==> config.mk <==
export PLATFORM = sky130hd
export DESIGN_NAME = unison_readout_arbiter
export DESIGN_NICKNAME = d
export VERILOG_FILES = /design/src/rtl/unison_pkg.sv /design/src/rtl/unison_sample_fifo.sv /design/src/rtl/unison_readout_arbiter.sv
export SDC_FILE = /design/constraint.sdc
export NUM_CORES = 1
export LEC_CHECK = 0
export ABC_AREA = 1
export BUFFER_PORTS_ARGS = -buffer_cell sky130_fd_sc_hd__buf_2
export CAP_MARGIN = 20
export CELL_PAD_IN_SITES_DETAIL_PLACEMENT = 1
export CELL_PAD_IN_SITES_GLOBAL_PLACEMENT = 1
export CORE_ASPECT_RATIO = 0.6
export CORE_MARGIN = 2
export CORE_UTILIZATION = 44
export DETAILED_ROUTE_END_ITERATION = 10
export PLACE_DENSITY_LB_ADDON = 0.1
export SETUP_SLACK_MARGIN = 0.1
export SYNTH_ARGS = -nofsm -noshare
export SYNTH_HDL_FRONTEND = slang
export SYNTH_HIERARCHICAL = 1
export SYNTH_SLANG_ARGS = --single-unit
==> constraint.sdc <==
create_clock -name clk_master -period 4.4 [get_ports clk_master]
set_input_delay 0.88 -clock clk_master [delete_from_list [all_inputs] [get_ports clk_master]]
set_output_delay 0.88 -clock clk_master [all_outputs]
set_load 0.01 [all_outputs]
==> src/rtl/unison_pkg.sv <==
// Shared constants, serializer state type and frame builder for the
// unison bank readout path.
package unison_pkg;

    localparam int FRAME_LEN = 10;
    localparam int ID_W      = 3;
    localparam int SAMPLE_W  = 4;
    localparam int ENTRY_W   = ID_W + SAMPLE_W;

    localparam logic START_BIT = 1'b1;
    localparam logic STOP_BIT  = 1'b0;

    typedef enum logic {
        IDLE,
        SHIFT
    } ser_state_e;

    // Entry is {id, I1, I0, Q1, Q0}; XOR of the entry makes the total count of ones even.
    function automatic logic [FRAME_LEN-1:0] build_frame(input logic [ENTRY_W-1:0] entry);
        return {START_BIT, entry, ^entry, STOP_BIT};
    endfunction

endpackage

==> src/rtl/unison_sample_fifo.sv <==
// Small synchronous FIFO holding tagged bank samples; head entry is visible
// combinationally so the serializer can load it on the pop edge.
module unison_sample_fifo #(
    parameter int DEPTH = 4,
    parameter int WIDTH = 7
) (
    input  logic                     clk,
    input  logic                     rst_n,
    input  logic                     push,
    input  logic [WIDTH-1:0]         wdata,
    input  logic                     pop,
    output logic [WIDTH-1:0]         rdata,
    output logic                     full,
    output logic                     empty,
    output logic [$clog2(DEPTH):0]   level
);

    localparam int AW = $clog2(DEPTH);
    localparam int LW = AW + 1;

    logic [WIDTH-1:0] mem_q [DEPTH];
    logic [AW-1:0]    wr_ptr_q, wr_ptr_d;
    logic [AW-1:0]    rd_ptr_q, rd_ptr_d;
    logic [LW-1:0]    level_q, level_d;

    always_comb begin
        wr_ptr_d = wr_ptr_q;
        rd_ptr_d = rd_ptr_q;
        level_d  = level_q;
        if (push) wr_ptr_d = wr_ptr_q + AW'(1);
        if (pop)  rd_ptr_d = rd_ptr_q + AW'(1);
        case ({push, pop})
            2'b10:   level_d = level_q + LW'(1);
            2'b01:   level_d = level_q - LW'(1);
            default: level_d = level_q;
        endcase
    end

    always_ff @(posedge clk or negedge rst_n) begin
        if (!rst_n) begin
            wr_ptr_q <= '0;
            rd_ptr_q <= '0;
            level_q  <= '0;
        end else begin
            wr_ptr_q <= wr_ptr_d;
            rd_ptr_q <= rd_ptr_d;
            level_q  <= level_d;
        end
    end

    // Storage carries no reset; occupancy alone decides what is valid.
    always_ff @(posedge clk) begin
        if (push) mem_q[wr_ptr_q] <= wdata;
    end

    assign rdata = mem_q[rd_ptr_q];
    assign full  = (level_q == LW'(DEPTH));
    assign empty = (level_q == '0);
    assign level = level_q;

endmodule

==> src/rtl/unison_readout_arbiter.sv <==
// Round-robin grant of bank samples into a tagged FIFO, drained by a
// 10-bit framed serializer onto a single output pin.
module unison_readout_arbiter
    import unison_pkg::*;
#(
    parameter int NUM_BANKS  = 6,
    parameter int FIFO_DEPTH = 4
) (
    input  logic                          clk_master,
    input  logic                          rstb,
    input  logic                          en,
    input  logic [NUM_BANKS-1:0]          bank_valid,
    input  logic [4*NUM_BANKS-1:0]        bank_data,
    output logic [NUM_BANKS-1:0]          bank_ack,
    output logic                          ser_out,
    output logic                          ser_frame,
    output logic [$clog2(FIFO_DEPTH):0]   fifo_level,
    output logic                          busy
);

    localparam int LW = $clog2(FIFO_DEPTH) + 1;
    localparam logic [ID_W-1:0] LAST_BANK = ID_W'(NUM_BANKS - 1);
    localparam logic [ID_W:0]   NB_EXT    = (ID_W + 1)'(NUM_BANKS);

    logic [ID_W-1:0]      ptr_q, ptr_d;
    logic [NUM_BANKS-1:0] ack_q, ack_d;
    logic [7:0]           elig8;
    logic [SAMPLE_W-1:0]  bank_sample [8];
    logic                 found;
    logic [ID_W-1:0]      gnt_idx;
    logic [ID_W:0]        sum;
    logic                 push, pop;
    logic [ENTRY_W-1:0]   fifo_rdata;
    logic                 fifo_full, fifo_empty;

    ser_state_e           state_q, state_d;
    logic [FRAME_LEN-1:0] shreg_q, shreg_d;
    logic [3:0]           bit_cnt_q, bit_cnt_d;
    logic                 ser_out_q, ser_out_d;
    logic                 ser_frame_q, ser_frame_d;
    logic                 busy_q, busy_d;
    logic                 load;
    logic [FRAME_LEN-1:0] frame;

    genvar gi;
    generate
        for (gi = 0; gi < 8; gi++) begin : g_sample
            if (gi < NUM_BANKS) begin : g_used
                assign bank_sample[gi] = bank_data[4*gi +: SAMPLE_W];
            end else begin : g_unused
                assign bank_sample[gi] = '0;
            end
        end
    endgenerate

    // A bank whose ack is still high has already been served this sample.
    assign elig8 = 8'(bank_valid & ~ack_q);

    always_comb begin
        found   = 1'b0;
        gnt_idx = '0;
        sum     = '0;
        for (int i = 0; i < NUM_BANKS; i++) begin
            sum = {1'b0, ptr_q} + (ID_W + 1)'(i);
            if (sum >= NB_EXT) sum = sum - NB_EXT;
            if (!found && elig8[sum[ID_W-1:0]]) begin
                found   = 1'b1;
                gnt_idx = sum[ID_W-1:0];
            end
        end
        push  = en && !fifo_full && found;
        ptr_d = ptr_q;
        ack_d = '0;
        if (push) begin
            ptr_d          = (gnt_idx == LAST_BANK) ? '0 : gnt_idx + ID_W'(1);
            ack_d[gnt_idx] = 1'b1;
        end
    end

    unison_sample_fifo #(
        .DEPTH (FIFO_DEPTH),
        .WIDTH (ENTRY_W)
    ) u_fifo (
        .clk   (clk_master),
        .rst_n (rstb),
        .push  (push),
        .wdata ({gnt_idx, bank_sample[gnt_idx]}),
        .pop   (pop),
        .rdata (fifo_rdata),
        .full  (fifo_full),
        .empty (fifo_empty),
        .level (fifo_level)
    );

    always_comb begin
        state_d     = state_q;
        shreg_d     = shreg_q;
        bit_cnt_d   = bit_cnt_q;
        ser_out_d   = ser_out_q;
        ser_frame_d = ser_frame_q;
        load        = 1'b0;
        frame       = build_frame(fifo_rdata);
        case (state_q)
            IDLE: load = !fifo_empty;
            SHIFT: begin
                if (bit_cnt_q == 4'(FRAME_LEN - 1)) begin
                    // Reloading on the stop-bit edge keeps frames gapless.
                    if (!fifo_empty) begin
                        load = 1'b1;
                    end else begin
                        state_d     = IDLE;
                        ser_out_d   = 1'b0;
                        ser_frame_d = 1'b0;
                    end
                end else begin
                    ser_out_d = shreg_q[FRAME_LEN-1];
                    shreg_d   = {shreg_q[FRAME_LEN-2:0], 1'b0};
                    bit_cnt_d = bit_cnt_q + 4'd1;
                end
            end
            default: state_d = IDLE;
        endcase
        if (load) begin
            state_d     = SHIFT;
            ser_out_d   = frame[FRAME_LEN-1];
            ser_frame_d = 1'b1;
            shreg_d     = {frame[FRAME_LEN-2:0], 1'b0};
            bit_cnt_d   = '0;
        end
        pop    = load;
        busy_d = push || (fifo_level > LW'(1)) || (fifo_level == LW'(1) && !pop) ||
                 (state_d == SHIFT);
    end

    always_ff @(posedge clk_master or negedge rstb) begin
        if (!rstb) begin
            ptr_q       <= '0;
            ack_q       <= '0;
            state_q     <= IDLE;
            shreg_q     <= '0;
            bit_cnt_q   <= '0;
            ser_out_q   <= 1'b0;
            ser_frame_q <= 1'b0;
            busy_q      <= 1'b0;
        end else begin
            ptr_q       <= ptr_d;
            ack_q       <= ack_d;
            state_q     <= state_d;
            shreg_q     <= shreg_d;
            bit_cnt_q   <= bit_cnt_d;
            ser_out_q   <= ser_out_d;
            ser_frame_q <= ser_frame_d;
            busy_q      <= busy_d;
        end
    end

    assign bank_ack  = ack_q;
    assign ser_out   = ser_out_q;
    assign ser_frame = ser_frame_q;
    assign busy      = busy_q;

endmodule

* Word-level counts from Yosys, hierarchy flattened
Memory sizes are Yosys's and may differ from the RTL's. Cells that the tools add are included.
Word-level totals: latch bits 0, memories kept 1, memory bits (read-only) 0, register bits 34, bits in writable memories 28
Operators by class: muxes and demuxes 59, $lt $le $gt $ge 16, multipliers 0, equality and inequality tests 8, reduce and logical (&&, ||, !) cells 29, add/sub/neg operators 17, shifts and indexed selects 0, bitwise logic cells 4, divide/modulo/power cells 0
Memory list:
- u_fifo.mem_q | depth 4, width 7, read ports 1, clocked after Yosys merged registers in 0, wr ports 1, RTL line unison_sample_fifo.sv:21 | logic [WIDTH-1:0] mem_q [DEPTH];
Operators with widths (count):
- $mux W3 | 13
- $mux W10 | 3
- $lt A3 B4 Y1 const B | 7
- $mux W1 | 27
- $ge A4 B3 Y1 const B | 5
- $mux W4 | 5
- $bmux W1 S3 | 6
- $sub A3 B3 Y3 const B | 6
- $bmux W4 S3 | 1
- $logic_and A1 B1 Y1 | 9
- $add A3 B2 Y4 const B | 2
- $add A3 B3 Y4 const B | 2
- $and A6 B8 Y8 | 1
- $logic_not A1 Y1 | 8
- $not A6 Y8 | 1
- $reduce_bool A2 Y1 | 4
- $reduce_xor A7 Y1 | 1
- $add A3 B1 Y3 const B | 2
- $eq A3 B3 Y1 const B | 2
- $mux W6 | 1
- $pmux W3 S2 | 1
- $add A2 B1 Y2 const B | 2
- $add A3 B1 Y4 const B | 1
- $add A4 B1 Y4 const B | 1
- other kinds (19) | 22

* Depth between registers and ports, before layout
Gate-level depths: netlist of the first run.
word-level depth 25, gate-level depth with buffers 28

* Modules after synthesis
The synthesis of the first run kept the hierarchy.
Modules (own cells, without submodules):
- unison_readout_arbiter | area each 2322.2 µm², sequential area each 625.6 µm², cells an instance 350, times used 1
- unison_sample_fifo | area each 1552.7 µm², sequential area each 1016.0 µm², cells an instance 130, times used 1

* Worst setup path before layout of the first run
Ideal clock, no wire load.
kind register to register, from register ptr_q[0], to register u_fifo.level_q[2], in the netlist u_fifo/level[2], setup time 0.117 ns, cell stages (with the launch flop) 27, path slack 0.983 ns, data arrival time 3.300 ns, data required time 4.283 ns, path buffers 3, path through dfrtp_1 > buf_4 > inv_2 > buf_6 > ha_1 > inv_2 > nand2_2 > nand3_2 > nand2_1 > nand2_1 > nand2_2 > nand2_2 > nand3_4 > nand4_4 > nor2_4 > nand3_1 > nand2_2 > inv_1 > buf_2 > inv_1 > ha_1 > inv_1 > fa_1 > nand2_1 > nand3_1 > nand2_1 > nand2_1
On the way: longest elaborated chain between the ends 23
Ends and longest elaborated chain:
- start, declared | RTL line unison_readout_arbiter.sv:25 | logic [ID_W-1:0] ptr_q, ptr_d;
- start signal, assigned | RTL line unison_readout_arbiter.sv:146 | ptr_q <= ptr_d;
- parallel branches: the longest is 19 deep, another holds $add A3 B1 Y4
- $mux W1 * | RTL line unison_readout_arbiter.sv:66 | if (!found && elig8[sum[ID_W-1:0]]) begin
- $logic_and A1 B1 Y1 * | RTL line unison_readout_arbiter.sv:71 | push = en && !fifo_full && found;
- via push | RTL line unison_readout_arbiter.sv:32 | logic push, pop;
- $eq A2 B1 Y1 or $eq A2 B2 Y1 (tied branches) | RTL line unison_sample_fifo.sv:32 | case ({push, pop})
- $pmux W3 S2 or $reduce_bool A2 Y1 (tied branches)
- end signal, assigned | RTL line unison_sample_fifo.sv:47 | level_q <= level_d;
- end, declared | RTL line unison_sample_fifo.sv:24 | logic [LW-1:0] level_q, level_d;
Mark *: on every way through the listed nets, which the timed path passes. The select of a mux whose other input is x is not followed. A chain may end at the register's enable or synchronous reset.

* Worst setup path after layout of the first run
Ends and elaborated chain as after synthesis.

==> impl_metrics.tcl, run 1 <==
set metrics [dict create \
    syn_to_final_growth_pct 16.2 \
    portBuffers 44 \
    fin_crit_sh_pct 89.4 \
    antenna_found_initial 0 \
    maxUsedRoutingLayer "met4" \
    hold_violations 0 \
    wl_per_cell_um 17.6 \
    drt_pass1_iterations 5 \
    grt-ovfl-total 0 \
    ys_ff_latch 60 \
    grtUsageTotal_pct 25.4 \
    skew_ns 0.00768 \
    synth.distinct_cells 36 \
    cts_sinks 60 \
    die_w_um 125 \
    drive_above_1_share_pct 17.8 \
    vias 3430 \
    netlist_instances 480 \
    hp-class "flip-flop to flip-flop" \
    start_kind "flip-flop" \
    htree_num_levels 3 \
    clkTransAtPathRegs_ns 0.05 \
    met1_length_mm 6.01 \
    ys.flop_type "dfrtp_1" \
    max_freq_mhz 254 \
    antenna_cells 0 \
    place_area_mm2 0.00417 \
    cp-end-kind "flip-flop" \
    wl_mm 11.4 \
    status "completed" \
    worst_pin_slew_ns 0.968 \
    fin_tns_setup_ns 0 \
    finalWeightedCongestion 0.869 \
    rsz0062_at_grt "false" \
    synth_edf_count 28 \
    synth_area_leaders "edfxtp_1, dfrtp_1, nand2_1, nand3_1, inv_1" \
    cap_viol_max_count 0 \
    wl_met3_um 769 \
    synth_warnings 6 \
    crit_required_ns 4.62 \
    dp_hpwl_mm 8.57 \
    finalWorstSetupSlack_ns 0.468 \
    drv_slew 0 \
    synth-adder-area-share_pct 5.36 \
    cts-root-buf "clkbuf_16" \
    slew_headroom_pct 35.5 \
    drc 0 \
    final_cell_area_mm2 0.00450 \
    seq_area_frac_synth_pct 42.4 \
    ant_nets 0 \
    synth-compound-area-share_pct 7.68 \
    syn_area_mm2 0.00387 \
    placeableCoreArea_mm2 0.00852 \
    hold_ws_ns 0.486 \
    die_y_um 76.7 \
    synthesis.nets 529 \
    netlist.area_leader.share_pct 21.7 \
    postSynthAreaPerCell_um2 8.07 \
    nets 577 \
    met2_length_mm 4.54 \
    die-area_mm2 0.00960 \
    worstSetupPathType "flip-flop to flip-flop" \
    drt_iter0_drc 267 \
    insertion_delay_ns 0.34 \
    cts_buffers 9 \
    std_cell_rows 26 \
    async_flop_share_pct 53.3 \
    dp_slack_ns 0.481 \
    cts.path.max_buffers 2 \
    boundaryPins 45 \
    yosys.area.top_type "edfxtp_1" \
    start_util_pct 45.5 \
    synth_top_family_by_area "simple AND/OR/NAND/NOR gates" \
    synthXorXnorAreaFrac_pct 3.16 \
    grt_max_degree 33 \
    cts_tree "done" \
    period_needed_ns 3.93 \
    synthMuxAreaShare_pct 0 \
    setup_viol 0 \
    grt_pass1_vias 3501 \
    synth-simple-area-share_pct 31.8 \
    grt_pass1_wl_mm 19.0 \
    post_drt_via_cell_ratio 5.32 \
    crit_arrival_ns 4.15 \
    cp_max_fo 14 \
]
[through the flow]
stage,util [%],std cells
3_5_place_dp,48.9,629
6_report,52.8,645
3_3_place_gp,48.9,629
5_1_grt,52.8,645
2_1_floorplan,-,480
4_1_cts,52.8,645
[final cells by class]
class / instances / area [um^2]
Clock buffer: 10 / 229
Sequential cell: 60 / 1640
Timing Repair Buffer: 47 / 243
Clock inverter: 6 / 103
Tap cell: 112 / 140
Inverter: 75 / 283
Multi-Input combinational cell: 335 / 1860
Fill cell: 1064 / 4020
[repair_timing]
item                                    CTS  global route
hold buffers                              0             0
setup buffers                             0             0
resized for setup                         0             2
endpoints found under the setup margin    0             1
[cells in the final DEF, fill, tap and decap left out, types with 8 or more instances in the layout]
| cell | n |
|---|---|
| xnor2_1 | 9 |
| buf_2 | 44 |
| nand2_2 | 8 |
| ha_1 | 14 |
| dfrtp_1 | 31 |
| nand2_1 | 145 |
| inv_1 | 68 |
| nand3_1 | 57 |
| clkbuf_16 | 9 |
| edfxtp_1 | 28 |
| o211ai_1 | 18 |
| nor2_1 | 18 |
| o21ai_0 | 14 |
[sequential cells by signal, indices dropped and copies added (netlist names), 2 cells and up]
name and count:
u_fifo/mem_q 28, shreg_q 8, bank_ack 6, bit_cnt_q 4, ptr_q 3, u_fifo/level 3
u_fifo/rd_ptr_q 2, u_fifo/wr_ptr_q 2
[metal layers]
layer	vias to the layer above	global-route usage, %
met3	6	7.89
met5	-	0
met1	1673	40.0
met4	0	3.56
li1	1656	-
met2	95	34.6
[synthesized netlist by cell type, types with 5 or more instances]
| master | count |
|---|---|
| nor3_1 | 6 |
| dfrtp_1 | 32 |
| nor2_1 | 18 |
| nand2_2 | 8 |
| buf_6 | 6 |
| xnor2_1 | 9 |
| inv_1 | 68 |
| edfxtp_1 | 28 |
| nand4_1 | 6 |
| o21ai_0 | 14 |
| inv_2 | 6 |
| nand2_1 | 145 |
| o211ai_1 | 18 |
| ha_1 | 15 |
| xor2_1 | 5 |
| nand3_1 | 57 |
[worst max-delay path: stages, from the launching register on]
cell	delay (ns)
dfrtp_1	0.39
inv_2	0.27
ha_2	0.40
inv_2	0.13
nand2_2	0.08
nand3_2	0.08
nand3_1	0.19
nand2_2	0.19
nand2_2	0.08
nand3_4	0.11
nand4_4	0.13
nor2_4	0.18
nand3_1	0.13
nand2_2	0.16
inv_1	0.21
inv_1	0.12
ha_1	0.19
inv_1	0.08
fa_1	0.40
nand2_1	0.11
nand3_1	0.08
nand2_1	0.06
nand2_1	0.05
[cell families after synthesis]
group | count (synthesis)
XOR/XNOR | 14
flip-flops | 60
buffers and inverters | 85
AO/OA/AOI/OAI | 46
AND/OR/NAND/NOR | 259
adder cells (fa/ha/maj) | 16
[worst paths after layout]
path | end | cells after the start | slack [ns] | startpoint
worst min register to register | bit_cnt_q[3] | 1 | 0.49 | bit_cnt_q[3]
worst max-delay path | u_fifo/level[2] | 22 | 0.47 | ptr_q[0]
worst min-delay path | bit_cnt_q[3] | 1 | 0.49 | bit_cnt_q[3]
min in group asynchronous | u_fifo/rd_ptr_q[1] | 1 | 0.60 | rstb
worst max register to register | u_fifo/level[2] | 22 | 0.47 | ptr_q[0]
max in group asynchronous | ptr_q[1] | 1 | 3.27 | rstb
Power of run 1 is left out: the tool's default activity adds up to more than one toggle a clock period on the data nets, which glitch-free logic cannot reach.
==> run 2, diff against run 1 <==
Settings changed: ABC_AREA 1 to not set, CORE_UTILIZATION 44 to 47, SLEW_MARGIN set to 20.
==> impl_metrics.tcl, run 2 <==
set metrics [dict create \
    hold_violations 0 \
    dp_hpwl_mm 8.32 \
    yosys.area.top_type "edfxtp_1" \
    reg2reg_slack_ns 0.42 \
    finalWeightedCongestion 0.825 \
    syn_area_mm2 0.00409 \
    async_flop_share_pct 53.3 \
    path_cells "inv_1 > ha_1 > a21oi_1 > mux4_2 > mux2_2 > o21a_1 > or3_4 > o21ai_2 > inv_1 > inv_1 > ha_1 > inv_1 > fa_1 > xor2_1 > nor2_1 > xor2_1" \
    grt_pass1_vias 3342 \
    cts_buffers 9 \
    cp_slowest_cell "dfrtp_2" \
    worst_path_largest_cell_delay_ns 0.48 \
    crit_path_frequent_cell "inv_1" \
    cp-endpoint "u_fifo/level[2]" \
    setup_viol 0 \
    synthMuxAreaShare_pct 12.5 \
    ys.flop_type "dfrtp_1" \
    drc 0 \
    rr_endpoint "u_fifo/level[2]" \
    hp-class "flip-flop to flip-flop" \
    cts-hold-fix-buffers 0 \
    wl_per_cell_um 19.9 \
    grt_max_degree 33 \
    die_w_um 124 \
    worstSetupPathType "flip-flop to flip-flop" \
    wl_mm 11.0 \
    dp_slack_ns 0.340 \
    cts_tree "done" \
    status "completed" \
    clkTransAtPathRegs_ns 0.05 \
    final_common_cell "buf_2" \
    nets 486 \
    worst_pin_slew_ns 0.763 \
    grt_pass1_wl_mm 18.1 \
    grt-ovfl-total 0 \
    largest_reg_flops 28 \
    fin_tns_setup_ns 0 \
    ys_ff_latch 60 \
    nFillCells 942 \
    synth_commonest_cells "o21ai_0, dfrtp_1, edfxtp_1, mux2i_1, nand3_1" \
    syn_to_final_growth_pct 15.3 \
    boundaryPins 45 \
    postSynthAreaPerCell_um2 10.5 \
    htree_num_levels 3 \
    cp-end-kind "flip-flop" \
    crit_arrival_ns 4.24 \
    rr_worst_depth 16 \
    synth-compound-area-share_pct 16.9 \
    die-area_mm2 0.00949 \
    drt_iter0_drc 252 \
    drive_above_1_share_pct 22.4 \
    cp-startpoint "ptr_q[1]" \
    synth-simple-area-share_pct 17.7 \
    netlist.area_leader.share_pct 20.6 \
    synth.distinct_cells 65 \
    ant_nets 0 \
    synth-adder-area-share_pct 5.08 \
    synth_top_family_by_area "simple AND/OR/NAND/NOR gates" \
    synth_area_leaders "edfxtp_1, dfrtp_1, mux2i_1, mux4_2, ha_1" \
    cap_viol_max_count 0 \
    start_util_pct 48.2 \
    placeableCoreArea_mm2 0.00849 \
    cts.path.max_buffers 2 \
    cts-root-buf "clkbuf_16" \
    final_cell_mix "buf_2, o21ai_0, dfrtp_1" \
    post_drt_via_cell_ratio 6.01 \
    cts_sinks 60 \
    period_needed_ns 3.98 \
    post-synth-top-count-cell "o21ai_0" \
    synthesis.nets 440 \
    rsz0062_at_grt "false" \
    top_register "u_fifo/mem_q" \
    synth_warnings 6 \
    seq_area_frac_synth_pct 40.1 \
    finalWorstSetupSlack_ns 0.422 \
    crit_required_ns 4.66 \
    vias 3330 \
    reg2reg_from "ptr_q[1]" \
    antenna_found_initial 0 \
    instances_no_fill 554 \
    antenna_cells 0 \
    skew_ns 0.00780 \
    drt_pass1_iterations 5 \
    insertion_delay_ns 0.34 \
    fin_crit_sh_pct 90.4 \
    synth_edf_count 28 \
    cts_setup_buffers 0 \
    std_cell_rows 26 \
    synthXorXnorAreaFrac_pct 3.64 \
    drv_slew 0 \
    die_y_um 76.3 \
    slew_headroom_pct 49.1 \
    dpl.cell_count 538 \
    max_freq_mhz 251 \
    grtUsageTotal_pct 24.5 \
    portBuffers 44 \
    cp_max_fo 9 \
    start_kind "flip-flop" \
    netlist_instances 391 \
]
[run 2: cell types whose count changed after synthesis, sizes merged, moves of 9 or more]
cell	change
nand2	-137
inv	-61
nand3	-40
mux2i	+25
o21ai	+16
nand3b	+12
nor2b	+12
nor2	-11
o211ai	-11
clkbuf	+9
mux4	+9
[run 2: what timing repair did]
| action | 4_1_cts | 5_1_grt |
|---|---|---|
| endpoints found under the hold margin | 0 | 0 |
| resized for setup | 0 | 2 |
| endpoints found under the setup margin | 0 | 18 |
[run 2: worst max-delay path: cells and delay by family (launching register included)]
| family | cells | cell delay, ns |
|---|---|---|
| simple gates | 2 | 0.50 |
| mux | 2 | 0.64 |
| fa+ha+maj | 3 | 0.87 |
| flops | 1 | 0.48 |
| compound gates | 3 | 0.74 |
| buf+inv | 4 | 0.37 |
| xor+xnor | 2 | 0.30 |
[run 2: logic make-up (layout without fill, tap and decap cells)]
kind of cell | after synthesis | after routing
mux | 39 | 39
simple gates | 124 | 124
compound gates | 99 | 99
flops | 60 | 60
xor+xnor | 17 | 17
buf+inv | 36 | 87
fa+ha+maj | 16 | 16
[run 2: worst min path at each step]
stage                 startpoint            to  depth (start not counted)
CTS                 bit_cnt_q[3]  bit_cnt_q[3]                          1
global placement    bit_cnt_q[3]  bit_cnt_q[3]                          1
detailed placement  bit_cnt_q[3]  bit_cnt_q[3]                          1
global route        bit_cnt_q[3]  bit_cnt_q[3]                          1
floorplan           bit_cnt_q[3]  bit_cnt_q[3]                          1
finish              bit_cnt_q[3]  bit_cnt_q[3]                          1
[run 2: metrics by stage]
step                      cell area (um^2)  utilization, %  hold WS (ns)
after global routing                  4720            55.5         0.532
after global placement                4440            52.3         0.463
after floorplan                       4090               -         0.439
after detailed placement              4440            52.3         0.468
final                                 4720            55.5         0.474
after CTS                             4710            55.5         0.478
[run 2: layout make-up]
| class | count | area, um^2 | area share [%] |
|---|---|---|---|
| multi-input combinational | 295 | 2290 | 48.6 |
| sequential | 60 | 1640 | 34.8 |
| timing repair buffer | 58 | 325 | 6.90 |
| clock buffer | 10 | 229 | 4.86 |
| tap | 112 | 140 | 2.97 |
| inverter | 13 | 48.8 | 1.03 |
| clock inverter | 6 | 40.0 | 0.849 |
[run 2: per-layer routing]
metal	GRT usage (%)	part of all wire (%)	vias up
met4	6.40	0.98	0
met2	35.4	42	90
met3	5.90	6.2	13
met1	36.9	51	1657
met5	0	0	-
li1	-	-	1570
Power of run 2 is left out for the same reason.
==> run 3, diff against run 2 <==
Settings changed: CORE_ASPECT_RATIO 0.6 to not set, CORE_MARGIN 2 to 4.
==> impl_metrics.tcl, run 3 (synthesis results as in run 2) <==
set metrics [dict create \
    status "completed" \
    place_area_mm2 0.00442 \
    final_cell_area_mm2 0.00465 \
    finalWeightedCongestion 0.906 \
    hold_ws_ns 0.488 \
    top_usage_layer "met2" \
    die_y_um 101 \
    path_delay_family "adder cells" \
    grtUsageTotal_pct 23.7 \
    top_register "u_fifo/mem_q" \
    hp-class "flip-flop to flip-flop" \
    wl_per_cell_um 20.7 \
    multiInputGateArea_mm2 0.00229 \
    nFillCells 914 \
    cp-end-kind "flip-flop" \
    register_area_mm2 0.00164 \
    die_w_um 101 \
    placeableCoreArea_mm2 0.00834 \
    die-area_mm2 0.0103 \
    cts_setup_buffers 0 \
    wl_mm 11.3 \
    grt_max_degree 33 \
    cts-root-buf "clkbuf_8" \
    worst_path_largest_cell_delay_ns 0.46 \
    drive_above_1_share_pct 22.5 \
    start_kind "flip-flop" \
    cp_num_buf_inv 4 \
    worst_pin_slew_ns 0.870 \
    grt-ovfl-total 0 \
    max_freq_mhz 249 \
    fin_tns_setup_ns 0 \
    cts_sinks 60 \
    cts_buffers 9 \
    start_util_pct 49.1 \
    antenna_cells 0 \
    insertion_delay_ns 0.34 \
    syn_to_final_growth_pct 13.6 \
    path_cells "inv_1 > ha_1 > a21oi_1 > mux4_2 > mux2_2 > o21a_1 > or3_4 > o21ai_2 > inv_1 > inv_1 > ha_1 > inv_1 > fa_1 > xor2_1 > nor2_1 > xor2_1" \
    cp_slowest_cell "dfrtp_2" \
    nets 484 \
    setup_viol 0 \
    skew_ns 0.00572 \
    largest_reg_flops 28 \
    portBuffers 44 \
    worstSetupPathType "flip-flop to flip-flop" \
    htree_num_levels 3 \
    reg2reg_slack_ns 0.39 \
    antenna_found_initial 0 \
    cap_viol_max_count 0 \
    met3_usage_pct 5.30 \
    vias 3356 \
    slew_headroom_pct 41.8 \
    cp_max_fo 9 \
    drt_iter0_drc 140 \
    grtUsageMet1_pct 32.1 \
    gr-usage-met2_pct 38.4 \
    ant_nets 0 \
    final_common_cell "buf_2" \
    clkTransAtPathRegs_ns 0.07 \
    final_cell_mix "buf_2, o21ai_0, dfrtp_1" \
    fin_crit_sh_pct 91.2 \
    drc 0 \
    hold_violations 0 \
    crit_arrival_ns 4.28 \
    post_drt_via_cell_ratio 6.16 \
    cts_tree "done" \
    drt_pass1_iterations 4 \
    rsz0062_at_grt "false" \
    grt_pass1_wl_mm 18.7 \
    std_cell_rows 33 \
    cts_resized 0 \
    crit_path_frequent_cell "inv_1" \
    dp_hpwl_mm 8.30 \
    crit_required_ns 4.66 \
    cts-hold-fix-buffers 0 \
    cts.path.max_buffers 2 \
    boundaryPins 45 \
    period_needed_ns 4.01 \
    grt_pass1_vias 3638 \
    drv_slew 0 \
]
-- run 3: changes by cell type in the layout (fill, tap and decap cells not counted) --
| cell | change |
|---|---|
| buf_4 | -2 |
| clkbuf_8 | +9 |
| clkinv_4 | +3 |
| clkbuf_16 | -9 |
| clkbuf_1 | -1 |
| clkinv_1 | -1 |
| clkinvlp_4 | -3 |
| bufinv_16 | +2 |
-- run 3: metrics by stage --
| step | std cells | util (%) | setup slack [ns] |
|---|---|---|---|
| floorplan | 391 | - | 0.280 |
| global placement | 529 | 53.0 | 0.438 |
| detailed placement | 529 | 53.0 | 0.300 |
| CTS | 545 | 55.7 | 0.252 |
| global route | 545 | 55.7 | 0.154 |
| finish | 545 | 55.7 | 0.386 |
-- run 3: routing by layer --
layer	share of wire (%)	routed length, um
met1	45	5120
met3	4.7	533
met4	1.6	179
met5	0	0
met2	48	5450
-- run 3: cell type report --
class | instances | area share, %
flip-flops and latches | 60 | 35.4
clock buffers | 9 | 2.67
repair buffers | 56 | 6.68
clock inverters | 7 | 2.15
inverters | 13 | 1.05
well taps | 105 | 2.83
multi-input cells | 295 | 49.3
-- run 3: final timing paths --
| check | startpoint | depth (start not counted) | end |
|---|---|---|---|
| hold reg to reg | bit_cnt_q[3] | 1 | bit_cnt_q[3] |
| min in group asynchronous | rstb | 1 | bank_ack[2] |
| hold / removal | bit_cnt_q[3] | 1 | bit_cnt_q[3] |
| setup reg to reg | ptr_q[1] | 16 | u_fifo/level[2] |
| max in group asynchronous | rstb | 1 | ptr_q[1] |
| setup / recovery | ptr_q[1] | 16 | u_fifo/level[2] |
-- run 3: worst register-to-register path, stage by stage, from the launching register on --
cell and delay [ns]:
dfrtp_2 0.46, inv_1 0.13, ha_1 0.32, a21oi_1 0.33, mux4_2 0.35, mux2_2 0.29, o21a_1 0.27, or3_4 0.40
o21ai_2 0.17, inv_1 0.09, inv_1 0.07, ha_1 0.18, inv_1 0.06, fa_1 0.37, xor2_1 0.15, nor2_1 0.12
xor2_1 0.15
Power of run 3 is left out for the same reason.
